File: config.mk
export PLATFORM = sky130hd
export DESIGN_NAME = gpio_ctrl
export DESIGN_NICKNAME = d
export VERILOG_FILES = /design/src/rtl/gpio_ctrl.sv
export SDC_FILE = /design/constraint.sdc
export NUM_CORES = 1
export LEC_CHECK = 0
export CELL_PAD_IN_SITES_DETAIL_PLACEMENT = 1
export CELL_PAD_IN_SITES_GLOBAL_PLACEMENT = 2
export CORE_MARGIN = 2
export CORE_UTILIZATION = 38
export CTS_CLUSTER_SIZE = 24
export DETAILED_ROUTE_END_ITERATION = 12
export DONT_BUFFER_PORTS = 1
export PLACE_DENSITY = 0.82
export SYNTH_ARGS = -nofsm -noshare
export SYNTH_HDL_FRONTEND = slang
export SYNTH_SLANG_ARGS = --single-unit
File: constraint.sdc
create_clock -name clk -period 1.7 [get_ports clk]
set_input_delay 0.34 -clock clk [delete_from_list [all_inputs] [get_ports clk]]
set_output_delay 0.34 -clock clk [all_outputs]
set_load 0.01 [all_outputs]
File: src/rtl/gpio_ctrl.sv
// Register-mapped GPIO controller: output/direction registers for the pad bank, synchronised
// read-back, per-pin edge detection into a W1C status register and a level interrupt.
module gpio_ctrl #(
  parameter int unsigned GPIO_WIDTH  = 16,
  parameter int unsigned SYNC_STAGES = 2
) (
  input  logic                  clk,
  input  logic                  rst,
  input  logic                  wr_en,
  input  logic                  rd_en,
  input  logic [2:0]            addr,
  input  logic [GPIO_WIDTH-1:0] wr_data,
  output logic [GPIO_WIDTH-1:0] rd_data,
  output logic                  rd_valid,
  output logic                  irq,
  output logic [GPIO_WIDTH-1:0] gpio_write,
  output logic [GPIO_WIDTH-1:0] gpio_status,
  input  logic [GPIO_WIDTH-1:0] gpio_read
);

  localparam logic [2:0] AddrOut     = 3'd0;
  localparam logic [2:0] AddrDir     = 3'd1;
  localparam logic [2:0] AddrIn      = 3'd2;
  localparam logic [2:0] AddrIrqEn   = 3'd3;
  localparam logic [2:0] AddrIrqStat = 3'd4;
  localparam logic [2:0] AddrEdgeSel = 3'd5;

  localparam int unsigned CntW = $clog2(SYNC_STAGES + 1);

  typedef enum logic [0:0] {
    StArming,
    StArmed
  } arm_state_e;

  // Register file
  logic [GPIO_WIDTH-1:0] out_q, out_d;
  logic [GPIO_WIDTH-1:0] dir_q, dir_d;
  logic [GPIO_WIDTH-1:0] irq_en_q, irq_en_d;
  logic [GPIO_WIDTH-1:0] irq_stat_q, irq_stat_d;
  logic [GPIO_WIDTH-1:0] edge_sel_q, edge_sel_d;

  // Input path
  logic [SYNC_STAGES-1:0][GPIO_WIDTH-1:0] sync_q;
  logic [GPIO_WIDTH-1:0] in_val;
  logic [GPIO_WIDTH-1:0] in_prev_q;
  logic [GPIO_WIDTH-1:0] rise, fall, edge_hit;

  // Read response and outputs
  logic [GPIO_WIDTH-1:0] rd_mux;
  logic [GPIO_WIDTH-1:0] rd_data_q, rd_data_d;
  logic                  rd_valid_q;
  logic                  irq_q;
  logic [GPIO_WIDTH-1:0] gpio_write_q;
  logic [GPIO_WIDTH-1:0] gpio_status_q;

  // Arm sequencing
  arm_state_e            state_q, state_d;
  logic [CntW-1:0]       arm_cnt_q, arm_cnt_d;
  logic                  armed;

  assign in_val = sync_q[SYNC_STAGES-1];

  // Edge detection is held off until the synchroniser and the delayed copy hold real pad data.
  always_comb begin
    state_d   = state_q;
    arm_cnt_d = arm_cnt_q;
    armed     = 1'b0;
    case (state_q)
      StArming: begin
        if (arm_cnt_q == CntW'(SYNC_STAGES)) begin
          state_d = StArmed;
        end else begin
          arm_cnt_d = arm_cnt_q + 1'b1;
        end
      end
      StArmed: begin
        armed = 1'b1;
      end
      default: begin
        state_d = StArming;
      end
    endcase
  end

  always_comb begin
    rise     = in_val & ~in_prev_q;
    fall     = ~in_val & in_prev_q;
    edge_hit = '0;
    if (armed) begin
      edge_hit = (rise & edge_sel_q) | (fall & ~edge_sel_q);
    end
  end

  always_comb begin
    out_d      = out_q;
    dir_d      = dir_q;
    irq_en_d   = irq_en_q;
    edge_sel_d = edge_sel_q;
    irq_stat_d = irq_stat_q;
    if (wr_en) begin
      case (addr)
        AddrOut:     out_d      = wr_data;
        AddrDir:     dir_d      = wr_data;
        AddrIrqEn:   irq_en_d   = wr_data;
        AddrIrqStat: irq_stat_d = irq_stat_q & ~wr_data;
        AddrEdgeSel: edge_sel_d = wr_data;
        default:     ;
      endcase
    end
    // A new edge overrides a simultaneous clear of the same bit.
    irq_stat_d = irq_stat_d | edge_hit;
  end

  always_comb begin
    rd_mux = '0;
    case (addr)
      AddrOut:     rd_mux = out_q;
      AddrDir:     rd_mux = dir_q;
      AddrIn:      rd_mux = in_val;
      AddrIrqEn:   rd_mux = irq_en_q;
      AddrIrqStat: rd_mux = irq_stat_q;
      AddrEdgeSel: rd_mux = edge_sel_q;
      default:     rd_mux = '0;
    endcase
    rd_data_d = rd_en ? rd_mux : rd_data_q;
  end

  always_ff @(posedge clk) begin
    if (rst) begin
      out_q         <= '0;
      dir_q         <= '0;
      irq_en_q      <= '0;
      irq_stat_q    <= '0;
      edge_sel_q    <= '0;
      sync_q        <= '0;
      in_prev_q     <= '0;
      rd_data_q     <= '0;
      rd_valid_q    <= 1'b0;
      irq_q         <= 1'b0;
      gpio_write_q  <= '0;
      gpio_status_q <= '1;
      state_q       <= StArming;
      arm_cnt_q     <= '0;
    end else begin
      out_q         <= out_d;
      dir_q         <= dir_d;
      irq_en_q      <= irq_en_d;
      irq_stat_q    <= irq_stat_d;
      edge_sel_q    <= edge_sel_d;
      sync_q        <= {sync_q[SYNC_STAGES-2:0], gpio_read};
      in_prev_q     <= in_val;
      rd_data_q     <= rd_data_d;
      rd_valid_q    <= rd_en;
      irq_q         <= |(irq_stat_q & irq_en_q);
      gpio_write_q  <= out_d;
      gpio_status_q <= ~dir_d;
      state_q       <= state_d;
      arm_cnt_q     <= arm_cnt_d;
    end
  end

  assign rd_data     = rd_data_q;
  assign rd_valid    = rd_valid_q;
  assign irq         = irq_q;
  assign gpio_write  = gpio_write_q;
  assign gpio_status = gpio_status_q;

endmodule

---- Yosys cells after proc, flatten, opt, wreduce, memory -nomap -nowiden ----
Cells that the tools add are included.
word-level totals
  register bits after elaboration ......... 165
cells by class
  add/sub/neg operators ................... 1
  equality and inequality tests ........... 6
  reduce and logical (&&, ||, !) cells .... 6
  bitwise operators ....................... 15
  multiplexer cells ....................... 9
operators by type and width
  kind                 number
  $and 16x16->16       6
  $pmux 16 s6          1
  $mux 16              5
  $not 16->16          5
  $or 16x16->16        2
  $reduce_or 16->1     1
  $reduce_and 2->1     4
  $eq 3x2->1 const B   2
  $eq 3x3->1 const B   2
  $eq 3x1->1 const B   1
  $logic_not 3->1      1
  $mux 1               3
  $add 2x1->2 const B  1
  $eq 2x2->1 const B   1
  $not 1->1            2

---- Depth between registers and ports, before layout ----
Gate-level depths: netlist of run 1.
  depth after elaboration ................. 6
  mapped depth ............................ 7

---- Worst setup path after synthesis of run 1 ----
OpenSTA, ideal clock, no wires.
  kind .................................... input -> register
  from .................................... in addr[2]
  to ...................................... reg gpio_status_q[10] (netlist: gpio_status[10])
  setup slack ............................. 0.210 ns
  path buffers ............................ 3
  cell stages on the path ................. 7
  arrival ................................. 1.376 ns
  cell sequence ........................... buf_6 > or2_1 > buf_6 > nor2_2 > buf_4 > nand2_1 > a21o_1
between the ends
  longest elaborated chain between the ends .. 4
RTL lines
  what                  RTL line  source
  from (decl)           11        input logic [2:0] addr,
  $eq 3x1->1            101       case (addr)
  $mux 16               101
  $mux 16               100       if (wr_en) begin
  $not 16->16           156       gpio_status_q <= ~dir_d;
  to (signal assigned)  156
  to (decl)             54        logic [GPIO_WIDTH-1:0] gpio_status_q;
Every way passes these cells.
A chain may end at the register's enable or synchronous reset.

---- Final worst setup path of run 1 ----
  from .................................... in addr[1]
  to ...................................... reg edge_sel_q[1]
between the ends
  longest elaborated chain between the ends .. 2
RTL lines
  what                        RTL line  source
  $eq 3x3->1                  101
  $reduce_and 2->1 (no line)  -
  to (signal assigned)        149       edge_sel_q <= edge_sel_d;
  to (decl)                   40        logic [GPIO_WIDTH-1:0] edge_sel_q, edge_sel_d;
Every way passes these cells.

==> results of run 1 <==
[report_power, final]
part,internal [mW],switching (mW)
logic,0.287,0.278
registers,4.01,0.123
clock network,2.17,1.59
[cell usage in the layout, fill, tap and decap left out, types with 2 or more instances in the layout]
master / n
a211o_1: 6
a21o_1: 16
a21oi_1: 86
a21oi_2: 10
a221oi_1: 5
a22o_1: 3
a22oi_1: 2
a2bb2oi_1: 2
a311oi_1: 10
a32oi_1: 6
and2b_1: 2
buf_4: 11
clkbuf_16: 17
clkbuf_8: 4
clkinv_2: 2
clkinv_4: 2
clkinvlp_4: 4
dfxtp_1: 165
dlygate4sd3_1: 77
inv_1: 2
mux2_1: 8
mux2i_1: 22
mux4_2: 2
nand2_1: 178
nand2b_1: 2
nand3_1: 5
nor2_1: 49
nor2_2: 2
nor2b_1: 52
nor3_1: 4
nor3b_1: 16
nor4b_1: 2
o211a_1: 2
o21ai_0: 20
o21ai_1: 2
o22ai_1: 2
[synthesized netlist by cell type (all sizes together)]
| cell type | number |
|---|---|
| nand2 | 178 |
| dfxtp | 165 |
| a21oi | 96 |
| nor2 | 52 |
| nor2b | 52 |
| clkbuf | 25 |
| mux2i | 22 |
| o21ai | 22 |
| buf | 20 |
| nor3b | 17 |
| a21o | 16 |
| a311oi | 10 |
| mux2 | 8 |
| a211o | 6 |
| a32oi | 6 |
| a221oi | 5 |
| nand3 | 5 |
| nor3 | 4 |
| a22o | 3 |
| a22oi | 2 |
| a2bb2oi | 2 |
| and2b | 2 |
| inv | 2 |
| mux4 | 2 |
| nand2b | 2 |
| nor4b | 2 |
| o211a | 2 |
| o22ai | 2 |
| a211oi | 1 |
| a31oi | 1 |
| and3 | 1 |
| ha | 1 |
| nand3b | 1 |
| nor4bb | 1 |
| or2 | 1 |
| xnor2 | 1 |
[cell type report]
cell class	count	area (um^2)	share of cell area, %
clock buffers	22	484.2	6.068
flip-flops and latches	165	3303	41.39
multi-input cells	526	2933	36.75
clock inverters	10	96.34	1.207
well taps	220	275.3	3.449
repair buffers	89	880.8	11.04
inverters	2	7.507	0.09407
[sequential cells by signal (all words and copies together), names as in the netlist]
name,count
arm_cnt_q,2
irq,1
edge_sel_q,16
irq_stat_q,16
gpio_write,16
state_q,1
in_prev_q,16
rd_data,16
rd_valid,1
in_val,16
dir_q,16
irq_en_q,16
gpio_status,16
sync_q,16
[through the flow]
| step | hold WS, ns | setup slack, ns | std cells | total power [mW] | area (um^2) |
|---|---|---|---|---|---|
| finish | 0.02910 | 0.05273 | 1034 | 8.465 | 7980 |
| detailed placement | 0.4279 | 0.2473 | 924 | 4.630 | 6594 |
| CTS | 0.001833 | 0.02194 | 1034 | 8.540 | 7973 |
| floorplan | 0.4138 | 0.2101 | 738 | 4.588 | 6450 |
| global route | 0.003683 | 0.007366 | 1034 | 8.816 | 7980 |
| global placement | 0.4278 | 0.3136 | 924 | 4.604 | 6594 |
[how the worst max path moves through the flow]
stage / startpoint / cells past startpoint / endpoint
after floorplan: addr[2] / 7 / gpio_status[10]$_SDFF_PP1_
after global placement: addr[2] / 5 / gpio_status[8]$_SDFF_PP1_
after detailed placement: addr[2] / 5 / gpio_write[0]$_SDFFE_PP0P_
after CTS: arm_cnt_q[0]$_SDFFE_PP0P_ / 6 / arm_cnt_q[0]$_SDFFE_PP0P_
after global routing: addr[1] / 6 / edge_sel_q[1]$_SDFFE_PP0P_
final: addr[1] / 6 / edge_sel_q[1]$_SDFFE_PP0P_
[worst max-delay path: stages]
cell and delay (ns):
nand2b_1 0.35, nor2_2 0.19, buf_4 0.25, nand2_1 0.11
a21oi_1 0.19, dlygate4sd3_1 0.59
[per-layer routing]
layer  up-vias  global-route usage [%]
met5         -                       0
met3        32                   6.085
met4         0                   8.830
met2       140                   40.42
li1       2635                       -
met1      2732                   27.51
[cell families (layout without fill, tap and decap cells)]
kind of cell,after synthesis,after routing
simple gates,318,318
compound gates,174,174
flops,165,165
buf+inv,47,123
mux,32,32
fa+ha+maj,1,1
xor+xnor,1,1
[timing repair]
item	CTS	global route
hold endpoints to repair	142	0
buffers inserted	0	0
hold buffers	78	0
endpoints found under the setup margin	0	1
gates resized for setup	0	2
==> results.cfg, run 1 <==
[logic_synthesis]
synth.distinct_cells = 43
synth.mux.area_fraction_pct = 5.509
postSynthAreaPerCell_um2 = 8.740
yosysWarnings = 0
synth_top_family_by_area = simple AND/OR/NAND/NOR gates
synth-simple-area-share_pct = 22.52
synthCells = 738
synth_compound_area_share_pct = 16.90
ys_ff_latch = 165
yosys.area_share.adder_pct = 0.1940
ys_seq_area_share_pct = 51.21
synth_top_cell_by_area = dfxtp_1
syn_nets = 778
yosysTopAreaCellShare_pct = 51.21
ys_top_cells_by_area = dfxtp_1, nand2_1, a21oi_1, nor2b_1, mux2i_1
syn-cell-area_um2 = 6450
synth_xor_area_share_pct = 0.1358

[sta]
period_minus_slack_ns = 1.647
worstMarginPinSlew_ns = 0.8295
hold_violations = 0
rsz0062_at_grt = false
final.setup_skew_ns = 0.006697
fin_crit_sh_pct = 96.90
max_freq_mhz = 607.1
setup_violations = 0
slew_viol_final = 0
setup-tns-final_ns = 0
relSlewSlack_pct = 44.52

[grt]
antenna_found_initial = 0
grt_pass1_vias = 5849
grt_pass1_wl_um = 32190
grt_max_degree = 89
grt_usage_pct = 23.26
grt_overflow = 0

[detailed_routing]
drt_pass1_iterations = 4
dr_wl_met2_um = 10470
num_vias = 5539
dr_wl_met3_um = 1235
wl_per_cell_um = 19.70
drt-total-wl_um = 20370
drcViolationCount = 0
via_per_inst = 5.357
top_layer_used = met4
drt-initial-drc-count = 330
ant_nets = 0
wl_met1_um = 8135

[cells_and_area]
finalNetCount = 841
diodes = 0
n_fill_cell = 1947
drive_above_1_share_pct = 7.371
fin_util_pct = 48.12
syn2layout_area_growth_pct = 23.72

[setup_path]
reg2reg_slack_ns = 0.13
end_kind = flip-flop
r2r_end = irq_stat_q[14]$_SDFF_PP0_
timing.rr.start = state_q$_SDFF_PP0_
crit_arrival_ns = 2.02
cp.required_ns = 2.07
worstRegToRegCells = 4
cp-start-kind = primary input
cp_max_fo = 25
critical_path_class = primary input to flip-flop

[floorplanning]
row_count = 47
dieArea_um2 = 18030
core-area_um2 = 16580
die_y_um = 134.3
initial_utilization_pct = 38.89
die_w_um = 134.3
io_pins = 89

[placed_design]
port-buffer-count = 0
hpwl_um = 12890
routabilityCongestion = 0.8291

[run_status]
status = complete, no violations

[cts]
cts_tree = done
clk_latency_ns = 0.43
h-tree-depth = 4
root_buffer = clkbuf_16
cts_buffer_depth = 2
clk_pin_slew_worst_paths_ns = 0.06
cts_buffers = 17
cts_sinks = 165

[worst_hold_path]
min_to = rd_data[1]$_SDFFE_PP0P_
hold_start = rd_en
hp-class = primary input to flip-flop
min_delay_path_depth = 1

[power]
pwr_density_cell_nw_per_um2 = 1061
vdd_drop_max_mv = 0.6722
p_leak_nw = 3.009

[run]
maxCapViolations = 0
No activity file was read; power rests on OpenSTA's default activity.
==> inputs of run 2 (changes only) <==
--- a/config.mk
+++ b/config.mk
@@ -8,11 +8,12 @@
 export CELL_PAD_IN_SITES_DETAIL_PLACEMENT = 1
 export CELL_PAD_IN_SITES_GLOBAL_PLACEMENT = 2
 export CORE_MARGIN = 2
-export CORE_UTILIZATION = 38
+export CORE_UTILIZATION = 41
 export CTS_CLUSTER_SIZE = 24
 export DETAILED_ROUTE_END_ITERATION = 12
 export DONT_BUFFER_PORTS = 1
-export PLACE_DENSITY = 0.82
+export PLACE_DENSITY = 0.87
 export SYNTH_ARGS = -nofsm -noshare
 export SYNTH_HDL_FRONTEND = slang
 export SYNTH_SLANG_ARGS = --single-unit
+export TNS_END_PERCENT = 30
==> constraint.sdc (replaced) <==
create_clock -name clk -period 2.1 [get_ports clk]
set_input_delay 0.42 -clock clk [delete_from_list [all_inputs] [get_ports clk]]
set_output_delay 0.42 -clock clk [all_outputs]
set_load 0.01 [all_outputs]
==> run 2 against run 1 <==
Against the previous run: power decreased by 19%; first-iteration DRC count increased by 12%; die area decreased by 7.1%; design area decreased by 10%; highest routed layer unchanged.
==> results.cfg, run 2 (synthesis results as in run 1) <==
[run_status]
status = complete, no violations

[grt]
grt_overflow = 0
grtUsageMet1_pct = 26.99
antenna_found_initial = 0
busiest_layer = met2
grt_use_met3_pct = 6.028
grt_pass1_vias = 5497
met2_usage_pct = 41.61
grt_pass1_wl_um = 29350
grt_max_degree = 166
grt_usage_pct = 23.22

[sta]
relSlewSlack_pct = 56.71
max_freq_mhz = 770.0
setup-tns-final_ns = 0
setup_violations = 0
period_minus_slack_ns = 1.299
fin_crit_sh_pct = 61.84
rsz0062_at_grt = false
hold_violations = 0
slew_viol_final = 0
final.setup_skew_ns = 0.01149
worstMarginPinSlew_ns = 0.6475

[detailed_routing]
via_per_inst = 5.406
drt-total-wl_um = 18580
ant_nets = 0
drt-initial-drc-count = 371
wl_per_cell_um = 19.68
drcViolationCount = 0
num_vias = 5103
drt_pass1_iterations = 4

[placed_design]
routabilityCongestion = 0.7914
hpwl_um = 12700
port-buffer-count = 0

[floorplanning]
die_y_um = 129.4
die_w_um = 129.4
io_pins = 89
initial_utilization_pct = 42.12
dieArea_um2 = 16750
core-area_um2 = 15310
row_count = 45

[cts]
ctsHoldBuffers = 0
clk_pin_slew_worst_paths_ns = 0.06
clk_latency_ns = 0.43
cts_buffer_depth = 2
root_buffer = clkbuf_16
postCtsSetupRepairBufs = 0
h-tree-depth = 4
cts_buffers = 17
cts_sinks = 165
cts_tree = done
ctsResizeCount = 0

[power]
pwr_density_cell_nw_per_um2 = 960.9
power_mw = 6.894
vdd_drop_max_mv = 0.6859
p_leak_nw = 2.496

[setup_path]
reg2reg_slack_ns = 0.81
critical_path_class = flip-flop to output pin
cp-start-kind = flip-flop
end_kind = output pin
cp_max_fo = 3
crit_arrival_ns = 0.88
cp.required_ns = 1.68

[worst_hold_path]
hp-class = primary input to flip-flop

[cells_and_area]
finalNetCount = 761
final_cell_mix = nand2_1, dfxtp_1, a21oi_1, nor2b_1, nor2_1
syn2layout_area_growth_pct = 11.23
drive_above_1_share_pct = 7.503
diodes = 0
final_common_cell = nand2_1

[run]
maxCapViolations = 0
==> run 2: cell type report <==
cell class / instances / area (um^2)
clock buffer: 20 / 456.7
sequential: 165 / 3303
fill: 1792 / 8140
clock inverter: 11 / 150.1
tap: 211 / 264.0
timing repair buffer: 9 / 67.56
inverter: 2 / 7.507
multi-input combinational: 526 / 2925
==> run 2: stage by stage <==
step           cells  utilization [%]  setup slack, ns  hold slack, ns  cell area, um^2
2_1_floorplan    738                -           0.5301          0.4138             6450
3_3_place_gp     913            42.88           0.5164          0.4297             6568
3_5_place_dp     913            42.88           0.4135          0.4284             6568
4_1_cts          944            46.85           0.7943         0.05005             7174
5_1_grt          944            46.85           0.7551         0.04267             7174
6_report         944            46.85           0.8013         0.06668             7174
==> run 2: layer usage <==
| metal | vias up | wire (um) | share of wire (%) |
|---|---|---|---|
| met2 | 95 | 9688 | 52 |
| met4 | 0 | 365 | 2.0 |
| met5 | - | 0 | 0 |
| met3 | 23 | 869 | 4.7 |
| met1 | 2515 | 7657 | 41 |
| li1 | 2470 | - | - |
==> run 2: worst paths after layout <==
| check | start | end | cells after the start |
|---|---|---|---|
| min | rst | sync_q[4]$_SDFF_PP0_ | 1 |
| min reg2reg | sync_q[0]$_SDFF_PP0_ | in_val[0]$_SDFF_PP0_ | 1 |
| max | gpio_write[8]$_SDFFE_PP0P_ | gpio_write[8] | 0 |
| max reg2reg | irq_stat_q[14]$_SDFF_PP0_ | irq$_SDFF_PP0_ | 3 |
==> run 2: report_power, final <==
group	internal, mW	total (mW)	switching [mW]
logic	0.152	0.341	0.189
registers	3.25	3.34	0.0966
clock network	1.93	3.21	1.28
total	5.33	6.89	1.56
==> run 2: worst register-to-register path: cells and delay by family, from the launching register on <==
family,cells,cell delay (ns)
AO/OA/AOI/OAI,3,0.81
flip-flops,1,0.33
==> inputs of run 3 (changes only) <==
--- a/config.mk
+++ b/config.mk
@@ -8,11 +8,11 @@
 export CELL_PAD_IN_SITES_DETAIL_PLACEMENT = 1
 export CELL_PAD_IN_SITES_GLOBAL_PLACEMENT = 2
 export CORE_MARGIN = 2
-export CORE_UTILIZATION = 41
+export CORE_UTILIZATION = 34
 export CTS_CLUSTER_SIZE = 24
 export DETAILED_ROUTE_END_ITERATION = 12
 export DONT_BUFFER_PORTS = 1
-export PLACE_DENSITY = 0.87
+export PLACE_DENSITY = 0.78
 export SYNTH_ARGS = -nofsm -noshare
 export SYNTH_HDL_FRONTEND = slang
 export SYNTH_SLANG_ARGS = --single-unit
==> constraint.sdc (replaced) <==
create_clock -name clk -period 1.1 [get_ports clk]
set_input_delay 0.22 -clock clk [delete_from_list [all_inputs] [get_ports clk]]
set_output_delay 0.22 -clock clk [all_outputs]
set_load 0.01 [all_outputs]
==> run 3 against run 2 <==
Against the previous run: the flow now finishes with violations (negative hold slack, negative setup slack); combinational power increased to 3.0 times the previous value; sequential cell count unchanged; via count increased by 11%; register-to-register slack got worse by 0.91 ns; final cell count increased by 12%; routed wire length increased by 16%; clock-buffer cell count unchanged; power increased by 99%.
==> results.cfg, run 3 (synthesis results as in run 1) <==
[cells_and_area]
design_area_um2 = 8512
final_common_cell = nand2_1
final_cell_mix = nand2_1, dfxtp_1, a21oi_1, dfxtp_2, nor2b_1
drive_above_1_share_pct = 26.76
syn2layout_area_growth_pct = 31.97
diodes = 0
finalNetCount = 854

[sta]
relSlewSlack_pct = 74.62
rsz0062_at_grt = true
max_freq_mhz = 834.9
fin_crit_sh_pct = 108.9
setup_ws_ns = -0.09780
period_minus_slack_ns = 1.198
setup_violations = 17
final.setup_skew_ns = 0.008803
worstMarginPinSlew_ns = 0.3807
hold_violations = 109
slew_viol_final = 0
hold_ws_ns = -0.08965

[setup_path]
crit_chain = mux4_2 -> nor2b_4 -> o22ai_2 -> nor2_1
crit_arrival_ns = 1.52
timing.critical_path.buf_inv = 0
cp_top_family = multiplexers
cp_max_fo = 3
critical_path_class = flip-flop to flip-flop
cp-start-kind = flip-flop
max_stage_delay_ns = 0.47
end_kind = flip-flop
cp.required_ns = 1.42
cp_slowest_cell = mux4_2
reg2reg_slack_ns = -0.1

[floorplanning]
die_w_um = 141.7
initial_utilization_pct = 34.60
row_count = 50
core-area_um2 = 18640
dieArea_um2 = 20090
die_y_um = 141.7
io_pins = 89

[placed_design]
routabilityCongestion = 0.8524
hpwl_um = 14190
port-buffer-count = 0
post-place-ws_ns = -0.2840
placed_area_um2 = 7119

[cts]
cts_sinks = 165
clk_latency_ns = 0.44
cts_buffers = 17
root_buffer = clkbuf_16
clk_pin_slew_worst_paths_ns = 0.07
cts_buffer_depth = 2
h-tree-depth = 4
cts_tree = done

[power]
switchingPower_mw = 3.188
power_frac_seq_pct = 46.7
p_leak_nw = 3.256
pwr-share-comb_pct = 7.6
pwr_density_cell_nw_per_um2 = 1611
power_mw = 13.71
clockPowerShare_pct = 45.7
intPower_mw = 10.53
sw_frac_of_total_pct = 23.24
vdd_drop_max_mv = 1.099

[detailed_routing]
drt-total-wl_um = 21590
via_per_inst = 5.320
num_vias = 5639
ant_nets = 0
drt-initial-drc-count = 290
wl_per_cell_um = 20.37
drcViolationCount = 0
drt_pass1_iterations = 4

[grt]
grt_max_degree = 166
grt_overflow = 0
antenna_found_initial = 0
grt_pass1_vias = 5838
grt_pass1_wl_um = 32690
grt_usage_pct = 21.65

[worst_hold_path]
hp-class = primary input to flip-flop

[run_status]
status = complete, but fails checks
failed_checks = negative hold slack, negative setup slack

[run]
maxCapViolations = 0
[run 3: cell types whose count changed in the layout (fill, tap and decap cells not counted), sizes merged]
cell / delta
buf: +60
dlygate4sd3: +26
dlymetal6s4s: +7
clkinv: +4
clkinvlp: -3
inv: -1
[run 3: power by group through the flow]
| stage | registers, mW | logic, mW | clock network [mW] |
|---|---|---|---|
| floorplan | 6.46 | 0.641 | 0 |
| CTS | 6.39 | 0.950 | 6.39 |
| finish | 6.40 | 1.04 | 6.27 |
| global placement | 6.50 | 0.791 | 0 |
| global route | 6.42 | 1.14 | 6.65 |
| detailed placement | 6.51 | 0.828 | 0 |
[run 3: worst register-to-register path, stage by stage, from the launching register on]
cell     delay (ns)
dfxtp_2        0.34
mux4_2         0.47
nor2b_4        0.15
o22ai_2        0.08
nor2_1         0.06
[run 3: area by class of cell]
type                    count  area [um^2]
clock buffers              20        466.7
clock inverters            11        150.1
fillers                  2100        10130
inverters                   2        7.507
multi-input cells         526         3167
flip-flops and latches    165         3379
well taps                 234        292.8
repair buffers            102         1049
[run 3: through the flow]
step / std cells / setup TNS [ns] / hold slack (ns) / utilization (%)
4_1_cts: 1056 / -0.7161 / -0.1510 / 44.41
2_1_floorplan: 738 / -12.06 / 0.3482 / -
3_3_place_gp: 990 / -5.413 / 0.3117 / 38.19
5_1_grt: 1060 / -1.216 / -0.1679 / 45.66
3_5_place_dp: 990 / -9.555 / 0.3077 / 38.19
6_report: 1060 / -0.3456 / -0.08965 / 45.66
[run 3: path summary, 6_finish.rpt]
check,from,end,cells past startpoint
worst max register to register,irq_en_q[14]$_SDFFE_PP0P_,rd_data[14]$_SDFFE_PP0P_,4
worst min register to register,irq_stat_q[10]$_SDFF_PP0_,irq_stat_q[10]$_SDFF_PP0_,2
worst max-delay path,irq_en_q[14]$_SDFFE_PP0P_,rd_data[14]$_SDFFE_PP0P_,4
worst min-delay path,wr_data[10],irq_en_q[10]$_SDFFE_PP0P_,2
[run 3: per-layer routing]
layer,global-route usage [%],wire length (um)
met5,0,0
met4,6.895,466
met3,5.366,1215
met2,37.71,10810
met1,26.30,9105
[run 3: what timing repair did]
action / in CTS / in global routing
hold endpoints to repair: 165 / 132
hold buffers: 33 / 1
resized for setup: 71 / 62
setup endpoints to repair: 36 / 51
setup buffers: 3 / 4
pin swaps: 11 / 18
